**src/rtl/axil_led_pkg.sv**
```systemverilog
// Shared definitions for the AXI4-Lite LED controller: register offsets,
// response codes, channel modes and the channel configuration record.
package axil_led_pkg;

  localparam logic [31:0] VERSION_DEFAULT = 32'h0001_0000;

  localparam int unsigned OFS_CTRL     = 'h00;
  localparam int unsigned OFS_ID       = 'h04;
  localparam int unsigned OFS_PRESCALE = 'h08;
  localparam int unsigned OFS_CH_BASE  = 'h10;

  localparam logic [1:0] RESP_OKAY   = 2'b00;
  localparam logic [1:0] RESP_SLVERR = 2'b10;

  typedef enum logic [1:0] {
    MODE_OFF   = 2'd0,
    MODE_ON    = 2'd1,
    MODE_BLINK = 2'd2,
    MODE_PWM   = 2'd3
  } led_mode_e;

  typedef struct packed {
    logic [7:0] half;
    logic [7:0] duty;
    led_mode_e  mode;
  } chan_cfg_t;

  function automatic logic [31:0] strb_merge(input logic [31:0] old,
                                             input logic [31:0] wdata,
                                             input logic [3:0]  strb);
    logic [31:0] res;
    res = old;
    for (int unsigned b = 0; b < 4; b++) begin
      if (strb[b]) res[8*b +: 8] = wdata[8*b +: 8];
    end
    return res;
  endfunction

  function automatic logic [31:0] cfg_to_word(input chan_cfg_t c);
    return {8'h00, c.half, c.duty, 6'b0, c.mode};
  endfunction

  function automatic chan_cfg_t word_to_cfg(input logic [31:0] w);
    chan_cfg_t c;
    c.half = w[23:16];
    c.duty = w[15:8];
    c.mode = led_mode_e'(w[1:0]);
    return c;
  endfunction

endpackage

```
**src/rtl/axil_led_chan.sv**
```systemverilog
// One LED channel: per-channel blink counter plus a registered LED output
// selected by the channel mode (off / on / blink / shared-counter PWM).
module axil_led_chan
  import axil_led_pkg::*;
(
  input  logic       clk,
  input  logic       rst_n,
  input  logic       tick,
  input  logic       en,
  input  logic [7:0] pwm_cnt,
  input  chan_cfg_t  cfg,
  input  logic       cfg_wr,
  output logic       led
);

  logic [7:0] blk_cnt_q, blk_cnt_d;
  logic       blk_q, blk_d;
  logic       led_q, led_d;
  logic       mode_on;

  always_comb begin
    blk_cnt_d = blk_cnt_q;
    blk_d     = blk_q;
    // A config write restarts the blink phase so the new setting starts clean.
    if (cfg_wr) begin
      blk_cnt_d = '0;
      blk_d     = 1'b0;
    end else if (tick) begin
      if (blk_cnt_q >= cfg.half) begin
        blk_cnt_d = '0;
        blk_d     = ~blk_q;
      end else begin
        blk_cnt_d = blk_cnt_q + 8'd1;
      end
    end
  end

  always_comb begin
    mode_on = 1'b0;
    unique case (cfg.mode)
      MODE_OFF:   mode_on = 1'b0;
      MODE_ON:    mode_on = 1'b1;
      MODE_BLINK: mode_on = blk_q;
      MODE_PWM:   mode_on = (pwm_cnt < cfg.duty);
      default:    mode_on = 1'b0;
    endcase
    led_d = en & mode_on;
  end

  always_ff @(posedge clk or negedge rst_n) begin
    if (!rst_n) begin
      blk_cnt_q <= '0;
      blk_q     <= 1'b0;
      led_q     <= 1'b0;
    end else begin
      blk_cnt_q <= blk_cnt_d;
      blk_q     <= blk_d;
      led_q     <= led_d;
    end
  end

  assign led = led_q;

endmodule

```
**src/rtl/axil_led_ctrl.sv**
```systemverilog
// AXI4-Lite slave driving NUM_LED board LEDs with per-channel off/on/blink/PWM
// modes, all timed from a shared software-programmable tick prescaler.
module axil_led_ctrl
  import axil_led_pkg::*;
#(
  parameter int unsigned NUM_LED = 4,
  parameter int unsigned ADDR_W  = 8,
  parameter int unsigned PRE_W   = 16,
  parameter logic [31:0] VERSION = VERSION_DEFAULT
) (
  input  logic              axi_clk_in,
  input  logic              axi_rst_n_in,
  input  logic [ADDR_W-1:0] S_AXI_awaddr,
  input  logic              S_AXI_awvalid,
  output logic              S_AXI_awready,
  input  logic [31:0]       S_AXI_wdata,
  input  logic [3:0]        S_AXI_wstrb,
  input  logic              S_AXI_wvalid,
  output logic              S_AXI_wready,
  output logic [1:0]        S_AXI_bresp,
  output logic              S_AXI_bvalid,
  input  logic              S_AXI_bready,
  input  logic [ADDR_W-1:0] S_AXI_araddr,
  input  logic              S_AXI_arvalid,
  output logic              S_AXI_arready,
  output logic [31:0]       S_AXI_rdata,
  output logic [1:0]        S_AXI_rresp,
  output logic              S_AXI_rvalid,
  input  logic              S_AXI_rready,
  output logic [NUM_LED-1:0] led_out
);

  logic              out_en_q;
  logic              aw_full_q, aw_full_d;
  logic [ADDR_W-1:0] aw_addr_q, aw_addr_d;
  logic              w_full_q, w_full_d;
  logic [31:0]       w_data_q, w_data_d;
  logic [3:0]        w_strb_q, w_strb_d;
  logic              bvalid_q, bvalid_d;
  logic [1:0]        bresp_q, bresp_d;
  logic              rvalid_q, rvalid_d;
  logic [31:0]       rdata_q, rdata_d;
  logic [1:0]        rresp_q, rresp_d;
  logic              ctrl_en_q, ctrl_en_d;
  logic [PRE_W-1:0]  prescale_q, prescale_d;
  logic [PRE_W-1:0]  pre_cnt_q, pre_cnt_d;
  logic [7:0]        pwm_cnt_q, pwm_cnt_d;
  chan_cfg_t         ch_cfg_q [NUM_LED];
  chan_cfg_t         ch_cfg_d [NUM_LED];
  logic [NUM_LED-1:0] ch_wr;

  logic              aw_hs, w_hs, ar_hs, wr_fire, tick;
  logic              wr_hit, rd_hit;
  logic [31:0]       wr_cur, wr_new, rd_val;
  logic [ADDR_W-1:0] wr_a;

  // Returns {hit, data}; data is zero for unmapped addresses.
  function automatic logic [32:0] reg_read(input logic [ADDR_W-1:0] addr);
    logic [ADDR_W-1:0] a;
    logic [32:0]       r;
    a = {addr[ADDR_W-1:2], 2'b00};
    r = '0;
    if (a == ADDR_W'(OFS_CTRL))          r = {1'b1, 31'b0, ctrl_en_q};
    else if (a == ADDR_W'(OFS_ID))       r = {1'b1, VERSION};
    else if (a == ADDR_W'(OFS_PRESCALE)) r = {1'b1, 32'(prescale_q)};
    else begin
      for (int unsigned i = 0; i < NUM_LED; i++) begin
        if (a == ADDR_W'(OFS_CH_BASE + 4*i)) r = {1'b1, cfg_to_word(ch_cfg_q[i])};
      end
    end
    return r;
  endfunction

  assign S_AXI_awready = out_en_q & ~aw_full_q & ~bvalid_q;
  assign S_AXI_wready  = out_en_q & ~w_full_q & ~bvalid_q;
  assign S_AXI_arready = out_en_q & ~rvalid_q;
  assign S_AXI_bvalid  = bvalid_q;
  assign S_AXI_bresp   = bresp_q;
  assign S_AXI_rvalid  = rvalid_q;
  assign S_AXI_rdata   = rdata_q;
  assign S_AXI_rresp   = rresp_q;

  assign aw_hs   = S_AXI_awvalid & S_AXI_awready;
  assign w_hs    = S_AXI_wvalid & S_AXI_wready;
  assign ar_hs   = S_AXI_arvalid & S_AXI_arready;
  assign wr_fire = aw_full_q & w_full_q;
  assign wr_a    = {aw_addr_q[ADDR_W-1:2], 2'b00};

  // Write commits merge the strobed bytes into the current register image.
  always_comb begin
    aw_full_d  = aw_full_q;
    aw_addr_d  = aw_addr_q;
    w_full_d   = w_full_q;
    w_data_d   = w_data_q;
    w_strb_d   = w_strb_q;
    bvalid_d   = bvalid_q;
    bresp_d    = bresp_q;
    ctrl_en_d  = ctrl_en_q;
    prescale_d = prescale_q;
    ch_cfg_d   = ch_cfg_q;
    ch_wr      = '0;
    {wr_hit, wr_cur} = reg_read(aw_addr_q);
    wr_new = strb_merge(wr_cur, w_data_q, w_strb_q);

    if (aw_hs) begin
      aw_full_d = 1'b1;
      aw_addr_d = S_AXI_awaddr;
    end
    if (w_hs) begin
      w_full_d = 1'b1;
      w_data_d = S_AXI_wdata;
      w_strb_d = S_AXI_wstrb;
    end
    if (bvalid_q && S_AXI_bready) bvalid_d = 1'b0;

    if (wr_fire) begin
      aw_full_d = 1'b0;
      w_full_d  = 1'b0;
      bvalid_d  = 1'b1;
      bresp_d   = wr_hit ? RESP_OKAY : RESP_SLVERR;
      if (wr_a == ADDR_W'(OFS_CTRL))     ctrl_en_d  = wr_new[0];
      if (wr_a == ADDR_W'(OFS_PRESCALE)) prescale_d = wr_new[PRE_W-1:0];
      for (int unsigned i = 0; i < NUM_LED; i++) begin
        if (wr_a == ADDR_W'(OFS_CH_BASE + 4*i)) begin
          ch_cfg_d[i] = word_to_cfg(wr_new);
          ch_wr[i]    = 1'b1;
        end
      end
    end
  end

  // Read mux samples pre-write state, so a coincident write is not visible.
  always_comb begin
    rvalid_d = rvalid_q;
    rdata_d  = rdata_q;
    rresp_d  = rresp_q;
    {rd_hit, rd_val} = reg_read(S_AXI_araddr);
    if (rvalid_q && S_AXI_rready) rvalid_d = 1'b0;
    if (ar_hs) begin
      rvalid_d = 1'b1;
      rdata_d  = rd_val;
      rresp_d  = rd_hit ? RESP_OKAY : RESP_SLVERR;
    end
  end

  assign tick = (pre_cnt_q == prescale_q);

  always_comb begin
    pwm_cnt_d = pwm_cnt_q + 8'(tick);
    if (pre_cnt_q >= prescale_q) pre_cnt_d = '0;
    else                         pre_cnt_d = pre_cnt_q + PRE_W'(1);
  end

  always_ff @(posedge axi_clk_in or negedge axi_rst_n_in) begin
    if (!axi_rst_n_in) begin
      out_en_q   <= 1'b0;
      aw_full_q  <= 1'b0;
      aw_addr_q  <= '0;
      w_full_q   <= 1'b0;
      w_data_q   <= '0;
      w_strb_q   <= '0;
      bvalid_q   <= 1'b0;
      bresp_q    <= RESP_OKAY;
      rvalid_q   <= 1'b0;
      rdata_q    <= '0;
      rresp_q    <= RESP_OKAY;
      ctrl_en_q  <= 1'b0;
      prescale_q <= '0;
      pre_cnt_q  <= '0;
      pwm_cnt_q  <= '0;
      for (int unsigned i = 0; i < NUM_LED; i++) ch_cfg_q[i] <= '0;
    end else begin
      out_en_q   <= 1'b1;
      aw_full_q  <= aw_full_d;
      aw_addr_q  <= aw_addr_d;
      w_full_q   <= w_full_d;
      w_data_q   <= w_data_d;
      w_strb_q   <= w_strb_d;
      bvalid_q   <= bvalid_d;
      bresp_q    <= bresp_d;
      rvalid_q   <= rvalid_d;
      rdata_q    <= rdata_d;
      rresp_q    <= rresp_d;
      ctrl_en_q  <= ctrl_en_d;
      prescale_q <= prescale_d;
      pre_cnt_q  <= pre_cnt_d;
      pwm_cnt_q  <= pwm_cnt_d;
      ch_cfg_q   <= ch_cfg_d;
    end
  end

  for (genvar i = 0; i < NUM_LED; i++) begin : g_chan
    axil_led_chan u_chan (
      .clk     (axi_clk_in),
      .rst_n   (axi_rst_n_in),
      .tick    (tick),
      .en      (ctrl_en_q),
      .pwm_cnt (pwm_cnt_q),
      .cfg     (ch_cfg_q[i]),
      .cfg_wr  (ch_wr[i]),
      .led     (led_out[i])
    );
  end

endmodule

```
**config.mk**
```make
export PLATFORM = sky130hd
export DESIGN_NAME = axil_led_ctrl
export DESIGN_NICKNAME = d
export VERILOG_FILES = /design/src/rtl/axil_led_pkg.sv /design/src/rtl/axil_led_chan.sv /design/src/rtl/axil_led_ctrl.sv
export SDC_FILE = /design/constraint.sdc
export NUM_CORES = 1
export LEC_CHECK = 0
export ABC_AREA = 1
export CELL_PAD_IN_SITES_DETAIL_PLACEMENT = 0
export CELL_PAD_IN_SITES_GLOBAL_PLACEMENT = 1
export CORE_AREA = 2 2 167 169
export CTS_CLUSTER_DIAMETER = 30
export DETAILED_ROUTE_END_ITERATION = 6
export DIE_AREA = 0 0 169 171
export PLACE_DENSITY_LB_ADDON = 0.12
export SYNTH_ARGS = -nofsm -noshare
export SYNTH_HDL_FRONTEND = slang
export SYNTH_SLANG_ARGS = --single-unit
```
**constraint.sdc**
```tcl
create_clock -name axi_clk_in -period 3.6 [get_ports axi_clk_in]
set_input_delay 0.36 -clock axi_clk_in [delete_from_list [all_inputs] [get_ports axi_clk_in]]
set_output_delay 0.36 -clock axi_clk_in [all_outputs]
set_load 0.1 [all_outputs]
```
==> impl_metrics.yaml, run 1 <==
synthesis:
  synth_seq_cells: 217
  synth_area_leader_cell: "dfrtp_1"
  netlist-cell-type-count: 51
  synthCells: 1581
  synth_area_leaders: "dfrtp_1, nand2_1, ha_1"
  seq_area_frac_synth_pct: 43.3
  syn_avg_cell_area_sq_um: 7.93
  yosys_warnings: 0
  netlist_area_sq_um: 12500
  netlist.area_leader.share_pct: 43.3
sta:
  max_freq_ghz: 0.371
  min_period_ns: 2.70
  finalSetupTns_ns: 0
  tightest_slew_ns: 1.03
  finalSetupViolCount: 0
  slew_headroom_pct: 31.2
  rsz0062_at_grt: "false"
  final.setup_skew_ns: 0.0258
  period_share_pct: 75.0
  hold_viol_final: 0
  slew_violations: 0
global_routing:
  grt_overflow: 0
  gr-usage-met2_pct: 41.4
  grt_util_met1_pct: 38.7
  grt_busiest_layer: "met2"
  grt_pass1_wl_um: 59900
  grt_max_degree: 97
  use_met3_pct: 5.30
  antenna_found_initial: 0
  grt_usage_pct: 26.7
  grt_pass1_vias: 10757
min_path:
  hold_class: "in2reg"
routing:
  drt.antenna.violating_nets: 0
  detail_route.vias_per_cell: 5.30
  wl_um: 37500
  drtPass1Iterations: 5
  route.vias.total: 11143
  drt-initial-drc-count: 993
  wl_per_cell_um: 17.9
  post-route-drc-count: 0
power_and_ir_drop:
  power_switching_mw: 5.09
  power_leakage_nw: 7.82
  power_frac_seq_pct: 25.5
  p_sw_share_pct: 37.5
  p_total_mw: 13.6
  comb_power_share_pct: 29.8
  p_int_mw: 8.48
  pwr-share-clk_pct: 44.7
  power_density_nw_per_um2: 845
  peakVddDrop_mv: 0.472
placed_design:
  dp_hpwl_um: 26500
  portBuffers: 80
  place_area_sq_um: 13700
  gp_congestion: 0.862
clocking:
  cts_resized: 0
  cts_setup_buffers: 0
  cts_tree: "built"
  clockBufferDepth: 3
  clk_pin_slew_ns: 0.04
  ctsHoldBuffers: 1
  clk_latency_ns: 0.57
  root_buffer: "clkbuf_16"
  htreeDepth: 3
  clock-sinks: 217
  cts_made_buffers: 66
worst_setup_path:
  cp-start-kind: "flop"
  slowest_stage: "clkdlybuf4s50_1"
  endpoint_kind: "primary output"
  cp.arrival_ns: 2.34
  required_ns: 3.24
  crit_type: "reg2out"
  cp_cell_sequence: "nor3_2 -> clkdlybuf4s50_1"
  critPathTopFamily: "buffers and inverters"
  cp_max_fo: 4
  path_buf_inv: 1
  cp_slowest_stage_delay_ns: 1.16
final_layout:
  flow.area_growth_from_synthesis_pct: 28.1
  fin_nets: 1848
  fin_util_pct: 58.8
  design_area_sq_um: 16100
  n_antenna_cell: 0
  drive_above_1_share_pct: 11.7
  nFillCells: 2461
floorplanning:
  boundaryPins: 104
  fp.dieH_um: 171
  core-area_sq_um: 27300
  die-area_sq_um: 28900
  fp.dieW_um: 169
  start_util_pct: 45.9
  std_cell_rows: 61
status:
  status: "finished, final reports clean"
job:
  max-cap-violations: 0
[power by group through the flow]
stage	Combinational (mW)	Clock [mW]	Sequential [mW]
6_report	4.04	6.07	3.46
5_1_grt	4.51	6.29	3.53
4_1_cts	4.05	6.14	3.45
3_5_place_dp	4.02	0	3.48
3_3_place_gp	3.93	0	3.47
2_1_floorplan	2.78	0	3.45
[worst paths after layout]
path | from | end | slack, ns | cells after the start
min in group asynchronous | axi_rst_n_in | pre_cnt_q[11]$_DFF_PN0_ | 0.39 | 2
worst min-delay path | S_AXI_rready | S_AXI_rvalid$_DFFE_PN0P_ | 0.37 | 2
worst min register to register | S_AXI_rdata[17]$_DFFE_PN0P_ | S_AXI_rdata[17]$_DFFE_PN0P_ | 0.47 | 2
max in group asynchronous | axi_rst_n_in | ch_cfg_q[17]$_DFFE_PN0P_ | 2.26 | 3
worst max-delay path | aw_full_q$_DFFE_PN0P_ | S_AXI_awready | 0.90 | 2
worst max register to register | aw_addr_q[3]$_DFFE_PN0P_ | g_chan[1].u_chan.blk_cnt_q[2]$_DFFE_PN0P_ | 1.08 | 9
[state kept, by name (all words and copies together), names as in the netlist, 6 cells and up]
register / count
S_AXI_rdata: 24
aw_addr_q: 6
ch_cfg_q: 72
g_chan.u_chan.blk_cnt_q: 32
pre_cnt_q: 16
prescale_q: 16
pwm_cnt_q: 8
w_data_q: 24
[stage by stage]
| step | worst slack, ns | hold WS (ns) | instances |
|---|---|---|---|
| floorplan | 0.195 | 0.0644 | 1590 |
| global placement | 0.937 | 0.446 | 1983 |
| detailed placement | 0.917 | 0.464 | 1983 |
| CTS | 0.879 | 0.365 | 2101 |
| global route | 0.841 | 0.382 | 2101 |
| finish | 0.901 | 0.372 | 2101 |
[final cells by class]
| cell class | instances | area (sq um) | area share (%) |
|---|---|---|---|
| clock buffer | 89 | 1900 | 11.8 |
| clock inverter | 28 | 484 | 3.01 |
| inverter | 184 | 691 | 4.30 |
| multi-input combinational | 1136 | 6160 | 38.3 |
| sequential | 217 | 5430 | 33.8 |
| tap | 346 | 433 | 2.69 |
| timing repair buffer | 101 | 978 | 6.09 |
[per-layer routing]
layer / up-vias / part of all wire, %
li1: 5376 / -
met1: 5324 / 47
met2: 394 / 45
met3: 49 / 7.1
met4: 0 / 1.3
met5: - / 0
[cell families (layout without fill, tap and decap cells)]
family	Yosys count	after routing	synth area share (%)
buffers and inverters	237	402	7.98
muxes	19	19	1.71
and+or+nand+nor	760	760	25.8
adders and majority gates	83	83	8.28
xor gates and xnor gates	39	39	2.72
AOI/OAI and AO/OA	224	224	10.1
other	2	11	0.0599
DFF	217	217	43.3
[cells in the final DEF (no fill, tap or decap), drive strengths merged]
master         count
nor2             128
dfrtp            217
o211ai             1
clkinvlp           1
clkinv            24
o221ai             6
dlygate4sd3        1
o2111ai            1
ha                83
o31ai             12
a21boi             2
and3               1
nor3               7
or2                4
mux2              19
inv              179
a21oi             90
o21a               7
nor3b              6
nand2            513
o22ai              9
xnor2              9
bufinv             8
nand3             73
xor2              30
o21ai             89
clkdlybuf4s50     79
nand3b             2
a31oi              2
clkbuf            89
nor4               2
buf               21
nand4             24
conb              11
o21bai             3
a311oi             1
a211oi             1
[Yosys cell counts (all sizes together)]
cell / n
dfrtp: 217
or2: 4
o21bai: 3
nand4: 24
mux2: 19
o22ai: 9
clkinv: 7
o21ai: 89
clkbuf: 18
xnor2: 9
a311oi: 1
nand3b: 2
ha: 83
and3: 1
nor2: 128
a211oi: 1
o211ai: 1
a21oi: 90
inv: 177
nor3: 7
xor2: 30
o221ai: 6
o31ai: 12
buf: 35
o21a: 7
a21boi: 2
nor3b: 6
conb: 2
o2111ai: 1
nor4: 2
nand2: 513
nand3: 73
a31oi: 2
Note: power is estimated with default switching activity, not from simulation.
==> inputs of run 2 (changes only) <==
CORE_AREA = 2 2 181 183   (was 2 2 167 169)
DIE_AREA = 0 0 183 185   (was 0 0 169 171)
clock period = 2.2 ns   (was 3.6 ns; I/O delays follow)
==> impl_metrics.yaml, run 2 (synthesis gave the netlist of run 1 again) <==
global_routing:
  grt_max_degree: 68
  grt_pass1_wl_um: 60100
  antenna_found_initial: 0
  grt_usage_pct: 23.0
  grt_overflow: 0
  grt_pass1_vias: 10667
worst_setup_path:
  required_ns: 2.67
  crit_type: "reg2reg"
  endpoint_kind: "flop"
  worst-r2r-cell-count: 10
  cp-start-kind: "flop"
  cp.arrival_ns: 2.57
  cp_max_fo: 3
power_and_ir_drop:
  power_leakage_nw: 8.02
  peakVddDrop_mv: 0.796
  power_density_nw_per_um2: 1340
sta:
  tightest_slew_ns: 0.617
  rsz0062_at_grt: "true"
  slew_headroom_pct: 58.8
  finalSetupViolCount: 0
  worst_slack_ns: 0.0985
  final.setup_skew_ns: 0.0350
  hold_viol_final: 0
  slew_violations: 0
  min_period_ns: 2.10
  period_share_pct: 95.5
  max_freq_ghz: 0.476
routing:
  drt.antenna.violating_nets: 0
  route.vias.total: 10957
  drtPass1Iterations: 7
  post-route-drc-count: 0
  detail_route.vias_per_cell: 4.99
  wl_per_cell_um: 17.3
  drt-initial-drc-count: 775
  wl_um: 38100
clocking:
  clockBufferDepth: 3
  cts_setup_buffers: 0
  cts_made_buffers: 60
  cts_tree: "built"
  clock-sinks: 217
  root_buffer: "clkbuf_16"
  clk_latency_ns: 0.62
  clk_pin_slew_ns: 0.04
  htreeDepth: 2
final_layout:
  fin_nets: 1878
  fin_util_pct: 51.0
  mostFrequentLayoutCells: "nand2_1, dfrtp_1, inv_1"
  design_area_sq_um: 16300
  drive_above_1_share_pct: 16.6
  largest_reg_flops: 72
  top_regs: "ch_cfg_q: 72 flops, g_chan.u_chan.blk_cnt_q: 32 flops"
  regMostFlops: "ch_cfg_q"
  nFillCells: 3119
  n_antenna_cell: 0
  final_common_cell: "nand2_1"
  flow.area_growth_from_synthesis_pct: 30.4
floorplanning:
  boundaryPins: 104
  start_util_pct: 39.1
  fp.dieW_um: 183
  die-area_sq_um: 33900
  std_cell_rows: 66
  core-area_sq_um: 32000
  fp.dieH_um: 185
job:
  max-cap-violations: 0
min_path:
  hold_path_depth: 2
  hold_class: "in2reg"
status:
  status: "finished, final reports clean"
placed_design:
  dp_slack_ns: -0.0404
  dp_hpwl_um: 28000
  portBuffers: 80
  place_area_sq_um: 14000
  gp_congestion: 0.866
## run 2: worst paths after layout
check,endpoint,startpoint,slack (ns)
min reg2reg,pre_cnt_q[0]$_DFF_PN0_,pre_cnt_q[0]$_DFF_PN0_,0.45
max in group asynchronous,g_chan[0].u_chan.blk_q$_DFFE_PN0P_,axi_rst_n_in,1.22
max reg2reg,pwm_cnt_q[7]$_DFF_PN0_,prescale_q[14]$_DFFE_PN0P_,0.1
min,S_AXI_rvalid$_DFFE_PN0P_,S_AXI_rready,0.16
min in group asynchronous,pre_cnt_q[9]$_DFF_PN0_,axi_rst_n_in,0.18
max,pwm_cnt_q[7]$_DFF_PN0_,prescale_q[14]$_DFFE_PN0P_,0.1
## run 2: final cells by class
type,instances,area [sq um],area share [%]
Timing Repair Buffer,137,1240,7.61
Clock buffer,67,1590,9.71
Sequential cell,217,5440,33.2
Clock inverter,46,619,3.79
Inverter,184,696,4.26
Multi-Input combinational cell,1136,6260,38.3
Tap cell,408,510,3.12
## run 2: report_power, final
group	internal [mW]	total (mW)	switching (mW)
combinational	2.24	6.84	4.60
sequential	4.86	5.72	0.864
clock	6.57	9.35	2.77
## run 2: through the flow
stage | hold slack, ns | power (mW) | TNS (ns) | instances
floorplan | -0.0756 | 10.3 | -2.15 | 1590
global placement | 0.228 | 12.2 | -0.0476 | 2081
detailed placement | 0.235 | 12.3 | -0.0721 | 2081
CTS | 0.132 | 21.9 | 0 | 2195
global route | 0.156 | 23.2 | -0.0211 | 2195
finish | 0.162 | 21.9 | 0 | 2195
## run 2: critical path: stages, from the launching register on
cell and delay [ns]:
dfrtp_1 0.35, inv_1 0.12, ha_1 0.31, nand2_1 0.09, nor3_1 0.16, nor3b_2 0.20, ha_2 0.23, nand3_2 0.13
nor2_4 0.15, nand3_1 0.09, xnor2_1 0.14
## run 2: layer usage
metal  up-vias  GRT usage, %  share of wire (%)  routed length [um]
met4         2          7.62                1.9                 707
met2       333          32.7                 41               15600
li1       5419             -                  -                   -
met1      5159          34.5                 51               19300
met5         -          1.48               0.18                  69
met3        44          4.64                6.1                2330
## run 2: what timing repair did
| item | in CTS | in global routing |
|---|---|---|
| pin swaps | 0 | 2 |
| setup endpoints to repair | 9 | 39 |
| hold buffers | 1 | 0 |
| hold endpoints to repair | 61 | 0 |
| resized for setup | 1 | 21 |
